**src/rtl/scc_mem_pkg.sv**
```systemverilog
// Shared definitions for the SCC load/store stage:
// access size codes, byte-enable patterns and FSM state.
package scc_mem_pkg;

  localparam logic [1:0] SZ_BYTE = 2'b00;
  localparam logic [1:0] SZ_HALF = 2'b01;
  localparam logic [1:0] SZ_WORD = 2'b10;
  localparam logic [1:0] SZ_RSVD = 2'b11;

  localparam logic [3:0] BE_B0   = 4'b0001;
  localparam logic [3:0] BE_LO   = 4'b0011;
  localparam logic [3:0] BE_HI   = 4'b1100;
  localparam logic [3:0] BE_WORD = 4'b1111;

  typedef enum logic {
    IDLE = 1'b0,
    BUSY = 1'b1
  } state_t;

endpackage

```
**src/rtl/lsu_lane_align.sv**
```systemverilog
// Byte-lane steering: store replication, byte enables,
// load lane select with sign/zero extension, misalignment.
module lsu_lane_align
  import scc_mem_pkg::*;
(
  input  logic [1:0]  size,
  input  logic [1:0]  addr_lo,
  input  logic        is_signed,
  input  logic [31:0] wdata,
  input  logic [31:0] rdata,
  output logic [3:0]  be,
  output logic [31:0] wdata_rep,
  output logic [31:0] rdata_ext,
  output logic        misalign
);

  logic [31:0] shifted;
  logic [7:0]  rbyte;
  logic [15:0] rhalf;

  assign shifted = rdata >> {addr_lo, 3'b000};
  assign rbyte   = shifted[7:0];
  assign rhalf   = addr_lo[1] ? rdata[31:16] : rdata[15:0];

  always_comb begin
    be        = '0;
    wdata_rep = '0;
    rdata_ext = '0;
    misalign  = 1'b0;
    unique case (size)
      SZ_BYTE: begin
        be        = BE_B0 << addr_lo;
        wdata_rep = {4{wdata[7:0]}};
        rdata_ext = {{24{is_signed & rbyte[7]}}, rbyte};
      end
      SZ_HALF: begin
        misalign  = addr_lo[0];
        be        = addr_lo[1] ? BE_HI : BE_LO;
        wdata_rep = {2{wdata[15:0]}};
        rdata_ext = {{16{is_signed & rhalf[15]}}, rhalf};
      end
      SZ_WORD: begin
        misalign  = |addr_lo;
        be        = BE_WORD;
        wdata_rep = wdata;
        rdata_ext = rdata;
      end
      default: ;
    endcase
  end

endmodule

```
**src/rtl/mem_access_unit.sv**
```systemverilog
// Load/store stage: one access at a time over a req/ack
// handshake to data memory, with fault and timeout handling.
module mem_access_unit
  import scc_mem_pkg::*;
#(
  parameter int unsigned TIMEOUT_CYCLES = 256
) (
  input  logic        clk,
  input  logic        reset,
  input  logic        ex_valid,
  input  logic        ex_load,
  input  logic        ex_store,
  input  logic [1:0]  ex_size,
  input  logic        ex_signed,
  input  logic [31:0] ex_addr,
  input  logic [31:0] ex_wdata,
  input  logic [2:0]  ex_dest,
  output logic        stall,
  output logic        wb_valid,
  output logic [2:0]  wb_addr,
  output logic [31:0] wb_data,
  output logic        fault,
  output logic [31:0] fault_addr,
  output logic        mem_req,
  output logic        mem_we,
  output logic [31:0] data_addr,
  output logic [3:0]  data_be,
  output logic [31:0] data_out,
  input  logic        mem_ack,
  input  logic [31:0] data_in
);

  localparam logic [15:0] TMO_LAST = 16'(TIMEOUT_CYCLES - 1);

  state_t state, state_next;
  logic   busy;
  logic [15:0] cnt;

  logic        op_load;
  logic        op_signed;
  logic [1:0]  op_size;
  logic [31:0] op_addr;
  logic [2:0]  op_dest;

  logic [1:0]  al_size;
  logic [1:0]  al_lo;
  logic        al_signed;
  logic [3:0]  al_be;
  logic [31:0] al_wdata;
  logic [31:0] al_rdata;
  logic        al_misalign;

  logic bad;
  logic accept_ok;
  logic accept_bad;
  logic done;
  logic tmo;

  assign busy    = (state == BUSY);
  assign stall   = busy;
  assign mem_req = busy;

  // Aligner sees the incoming op in IDLE, the held op in BUSY
  assign al_size   = busy ? op_size      : ex_size;
  assign al_lo     = busy ? op_addr[1:0] : ex_addr[1:0];
  assign al_signed = busy ? op_signed    : ex_signed;

  lsu_lane_align u_align (
    .size      (al_size),
    .addr_lo   (al_lo),
    .is_signed (al_signed),
    .wdata     (ex_wdata),
    .rdata     (data_in),
    .be        (al_be),
    .wdata_rep (al_wdata),
    .rdata_ext (al_rdata),
    .misalign  (al_misalign)
  );

  assign bad = (ex_load == ex_store)
             || (ex_size == SZ_RSVD)
             || al_misalign;

  always_ff @(posedge clk or negedge reset) begin
    if (!reset) state <= IDLE;
    else        state <= state_next;
  end

  always_comb begin
    state_next = state;
    accept_ok  = 1'b0;
    accept_bad = 1'b0;
    done       = 1'b0;
    tmo        = 1'b0;
    unique case (state)
      IDLE: begin
        if (ex_valid) begin
          if (bad) begin
            accept_bad = 1'b1;
          end else begin
            accept_ok  = 1'b1;
            state_next = BUSY;
          end
        end
      end
      BUSY: begin
        if (mem_ack) begin
          done       = 1'b1;
          state_next = IDLE;
        end else if (cnt == TMO_LAST) begin
          tmo        = 1'b1;
          state_next = IDLE;
        end
      end
      default: state_next = IDLE;
    endcase
  end

  always_ff @(posedge clk or negedge reset) begin
    if (!reset) begin
      cnt        <= '0;
      op_load    <= 1'b0;
      op_signed  <= 1'b0;
      op_size    <= '0;
      op_addr    <= '0;
      op_dest    <= '0;
      mem_we     <= 1'b0;
      data_addr  <= '0;
      data_be    <= '0;
      data_out   <= '0;
      wb_valid   <= 1'b0;
      wb_addr    <= '0;
      wb_data    <= '0;
      fault      <= 1'b0;
      fault_addr <= '0;
    end else begin
      wb_valid <= 1'b0;
      fault    <= 1'b0;
      if (accept_bad) begin
        fault      <= 1'b1;
        fault_addr <= ex_addr;
      end
      if (accept_ok) begin
        cnt       <= '0;
        op_load   <= ex_load;
        op_signed <= ex_signed;
        op_size   <= ex_size;
        op_addr   <= ex_addr;
        op_dest   <= ex_dest;
        mem_we    <= ex_store;
        data_addr <= {ex_addr[31:2], 2'b00};
        data_be   <= al_be;
        data_out  <= al_wdata;
      end else if (busy) begin
        cnt <= cnt + 16'd1;
      end
      if (done && op_load) begin
        wb_valid <= 1'b1;
        wb_addr  <= op_dest;
        wb_data  <= al_rdata;
      end
      if (tmo) begin
        fault      <= 1'b1;
        fault_addr <= op_addr;
      end
    end
  end

endmodule

```
**config.mk**
```make
export PLATFORM = sky130hd
export DESIGN_NAME = mem_access_unit
export DESIGN_NICKNAME = d
export VERILOG_FILES = /design/src/rtl/scc_mem_pkg.sv /design/src/rtl/lsu_lane_align.sv /design/src/rtl/mem_access_unit.sv
export SDC_FILE = /design/constraint.sdc
export NUM_CORES = 1
export LEC_CHECK = 0
export CAP_MARGIN = 20
export CORE_AREA = 2 2 133 135
export DETAILED_ROUTE_END_ITERATION = 8
export DIE_AREA = 0 0 135 137
export GPL_TIMING_DRIVEN = 0
export PLACE_DENSITY = 0.8
export SLEW_MARGIN = 20
export SYNTH_ARGS = -nofsm -noshare
export SYNTH_HDL_FRONTEND = slang
export SYNTH_SLANG_ARGS = --single-unit
export TNS_END_PERCENT = 100
```
**constraint.sdc**
```tcl
create_clock -name clk -period 3.3 [get_ports clk]
set_clock_uncertainty 0.15 [all_clocks]
set_input_delay 0.66 -clock clk [delete_from_list [all_inputs] [get_ports clk]]
set_output_delay 0.66 -clock clk [all_outputs]
set_load 0.02 [all_outputs]
```
==> run metrics <==
max frequency around 0.31 GHz; drt pass-1 iters 5; Critical Path End op_size[0]$_DFFE_PN0P_; Rows between 40 and 50; initial core utilization 46.5%; power density over the cells 876 nW/um^2; IR drop worst, VDD around 0.00043 V; routability cong. approximately 0.9; Core ar. 17100 um^2; Slew Limit Fails 0; EDFF count, synth 0; crit path from mem_req$_DFF_PN0_; placed cell count roughly 1300; Period Utilization, post-route approximately 100%; # H-tree levels 4; synthesized area about 7900 um^2; Hold Crit Class in2async; fin cells 1297; Fill cells 1368; Power Total 0.0100 W; largest family of logic cells by synthesized area compound AO/OA/AOI/OAI gates; initial antenna violation count 0; Vias per Instance roughly 5.7; global-route wire length before repair 38000 um; commonest cells in the synthesized netlist dfrtp_1, nand2_1, mux2_2, nor2_1, a31oi_1; Post-Synth XOR/XNOR Area 0.331%; Avg Inst Size Synth 10.0 um^2; Synth Flop Type dfrtp_1; Pleak 4.86 nW; Syn-to-layout area delta 44.2%; startpoint types flip-flop; max-cap viol count 0; # IOs 248; post-route ant nets 0; drt drc 0; FF-to-FF setup slack 0.09 ns; reg2reg path depth 9; post-synthesis adder-cell area fraction 0.946%; post-synthesis mux area share just under 9%; setup TNS 0 ns; Final Hold Viols 0; CTS tree done; total number of vias 7370; root buf cell clkbuf_16; setup violators final 0; Worst R2R Start mem_req$_DFF_PN0_; largest net degree at the start of global routing 85; Die Width 135 um; initial drt markers roughly 500; register area share after synthesis 51.1%; final core occ between 60% and 70%; RSZ-0062 raised after global routing true; post-synthesis cell count 793; Yosys top cell area share 51.1%; Worst-path clk slew 0.06 ns; Cell variety after synth 42; Crit Path Category reg2reg; Worst setup EP type flip-flop; critical path data required time 3.45 ns; fin nets 1173; Clock Sinks 162; post-synthesis compound-gate area fraction approximately a fifth; met1 usage 35.5%; worst reg2reg endpoint op_size[0]$_DFFE_PN0P_; ys async rst share 100%; met3 Usage GRT between 5 and 6%; layout cell share with drive strength beyond 1 16.0%; crit path DAT 3.36 ns; vias in the first global route between 7000 and 8000; M2 GR Usage 42.9%; leading area contributor after synthesis dfrtp_1; Worst-Margin Slew 0.875 ns; CP max FO 10; worst rel slew slack 41.6%; Die Area 18500 um^2; largest cells by area after synthesis dfrtp_1, mux2_2, nand2_1; Post-Synth Simple-Gate Area between 10 and 15%; Clock Latency Late Sink 0.42 ns; hold slack 0.0573 ns; Antenna Cells 0; Vert. Die Dim 137 um; Post-Route WL 24600 um; yosys synthesis warning count 0; top-count cell post-synth dfrtp_1; # port buffers 245; WL per Instance 18.9 um; Inserted Clock Buffers 17; Yosys reg bits about 160; busiest grt layer met2; post-DP HPWL roughly 18000 um; GRT overflow 0; total track usage 26.4%; Tmin final 3.21 ns; outcome complete, no violations; clock buffer depth 2
==> per-layer routing <==
metal	vias up	share of wire, %
li1	3388	-
met1	3550	42
met2	386	47
met3	46	8.1
met4	0	2.7
met5	-	0
==> sequential cells by signal, summed over array words and instances (netlist names) <==
signal      cells
mem_req         1
cnt            16
mem_we          1
fault_addr     32
op_size         2
wb_addr         3
op_dest         3
op_addr        32
op_load         1
fault           1
wb_valid        1
data_out       32
op_signed       1
data_be         4
wb_data        32
==> how the worst min path moves through the flow <==
stage	to
final	fault_addr[10]$_DFFE_PN0P_
after global routing	fault_addr[10]$_DFFE_PN0P_
after CTS	fault_addr[10]$_DFFE_PN0P_
after detailed placement	data_out[23]$_DFFE_PN0P_
after global placement	data_out[14]$_DFFE_PN0P_
after floorplan	cnt[0]$_DFFE_PN0P_
==> repair_timing <==
action | in CTS | in global routing
pin swaps | 0 | 1
resized for setup | 16 | 38
hold buffers | 0 | 0
setup endpoints to repair | 130 | 155
buffers inserted | 0 | 2
gates cloned | 0 | 0
==> stage by stage <==
step	worst slack, ns	instance area [um^2]
6_report	0.0917	11500
3_5_place_dp	-0.709	10700
2_1_floorplan	0.240	7940
4_1_cts	-0.0377	11400
5_1_grt	-0.111	11500
3_3_place_gp	-5.33	10700
==> placed cells by master (no fill, tap or decap), drive strengths merged, types with 3 or more instances in the layout <==
| cell | n |
|---|---|
| nand2 | 121 |
| nor2b | 3 |
| or4 | 3 |
| mux2 | 59 |
| clkdlybuf4s50 | 244 |
| ha | 6 |
| nand4 | 6 |
| clkbuf | 64 |
| dfrtp | 162 |
| o21ai | 30 |
| nor2 | 50 |
| or2 | 4 |
| buf | 53 |
| a21oi | 36 |
| or3 | 4 |
| inv | 11 |
| a221o | 7 |
| a31oi | 48 |
| o22ai | 14 |
| a22oi | 33 |
| nand3 | 15 |
| o31ai | 32 |
| bufinv | 4 |
| nor3 | 7 |
| o211ai | 6 |
| a22o | 24 |
| mux2i | 4 |
==> power breakdown <==
part           switching (W)  internal (W)
clock               0.000830       0.00138
sequential          0.000518       0.00275
combinational        0.00228       0.00227
total                0.00363       0.00640
==> critical path, stage by stage, from the launching register on <==
cell and delay, ns:
dfrtp_1 0.45, buf_2 0.27, clkbuf_4 0.28, mux2i_2 0.30, ha_2 0.35, a21oi_1 0.08, o211ai_1 0.31, clkbuf_4 0.29
buf_4 0.25, mux2_2 0.36
==> kinds of logic after synthesis <==
kind of cell    Yosys count
buf+inv                 102
compound gates          238
fa+ha+maj                 6
flops                   162
mux                      63
simple gates            218
other cells               1
xor+xnor                  3
==> cell type report <==
class / count / area [um^2] / area share [%]
buffer: 91 / 564 / 4.93
tap: 225 / 282 / 2.46
timing repair buffer: 248 / 2500 / 21.8
clock buffer: 22 / 494 / 4.32
multi-input combinational: 530 / 3350 / 29.3
inverter: 9 / 33.8 / 0.295
clock inverter: 10 / 170 / 1.49
sequential: 162 / 4050 / 35.4
Note: power is estimated with default switching activity, not from simulation.
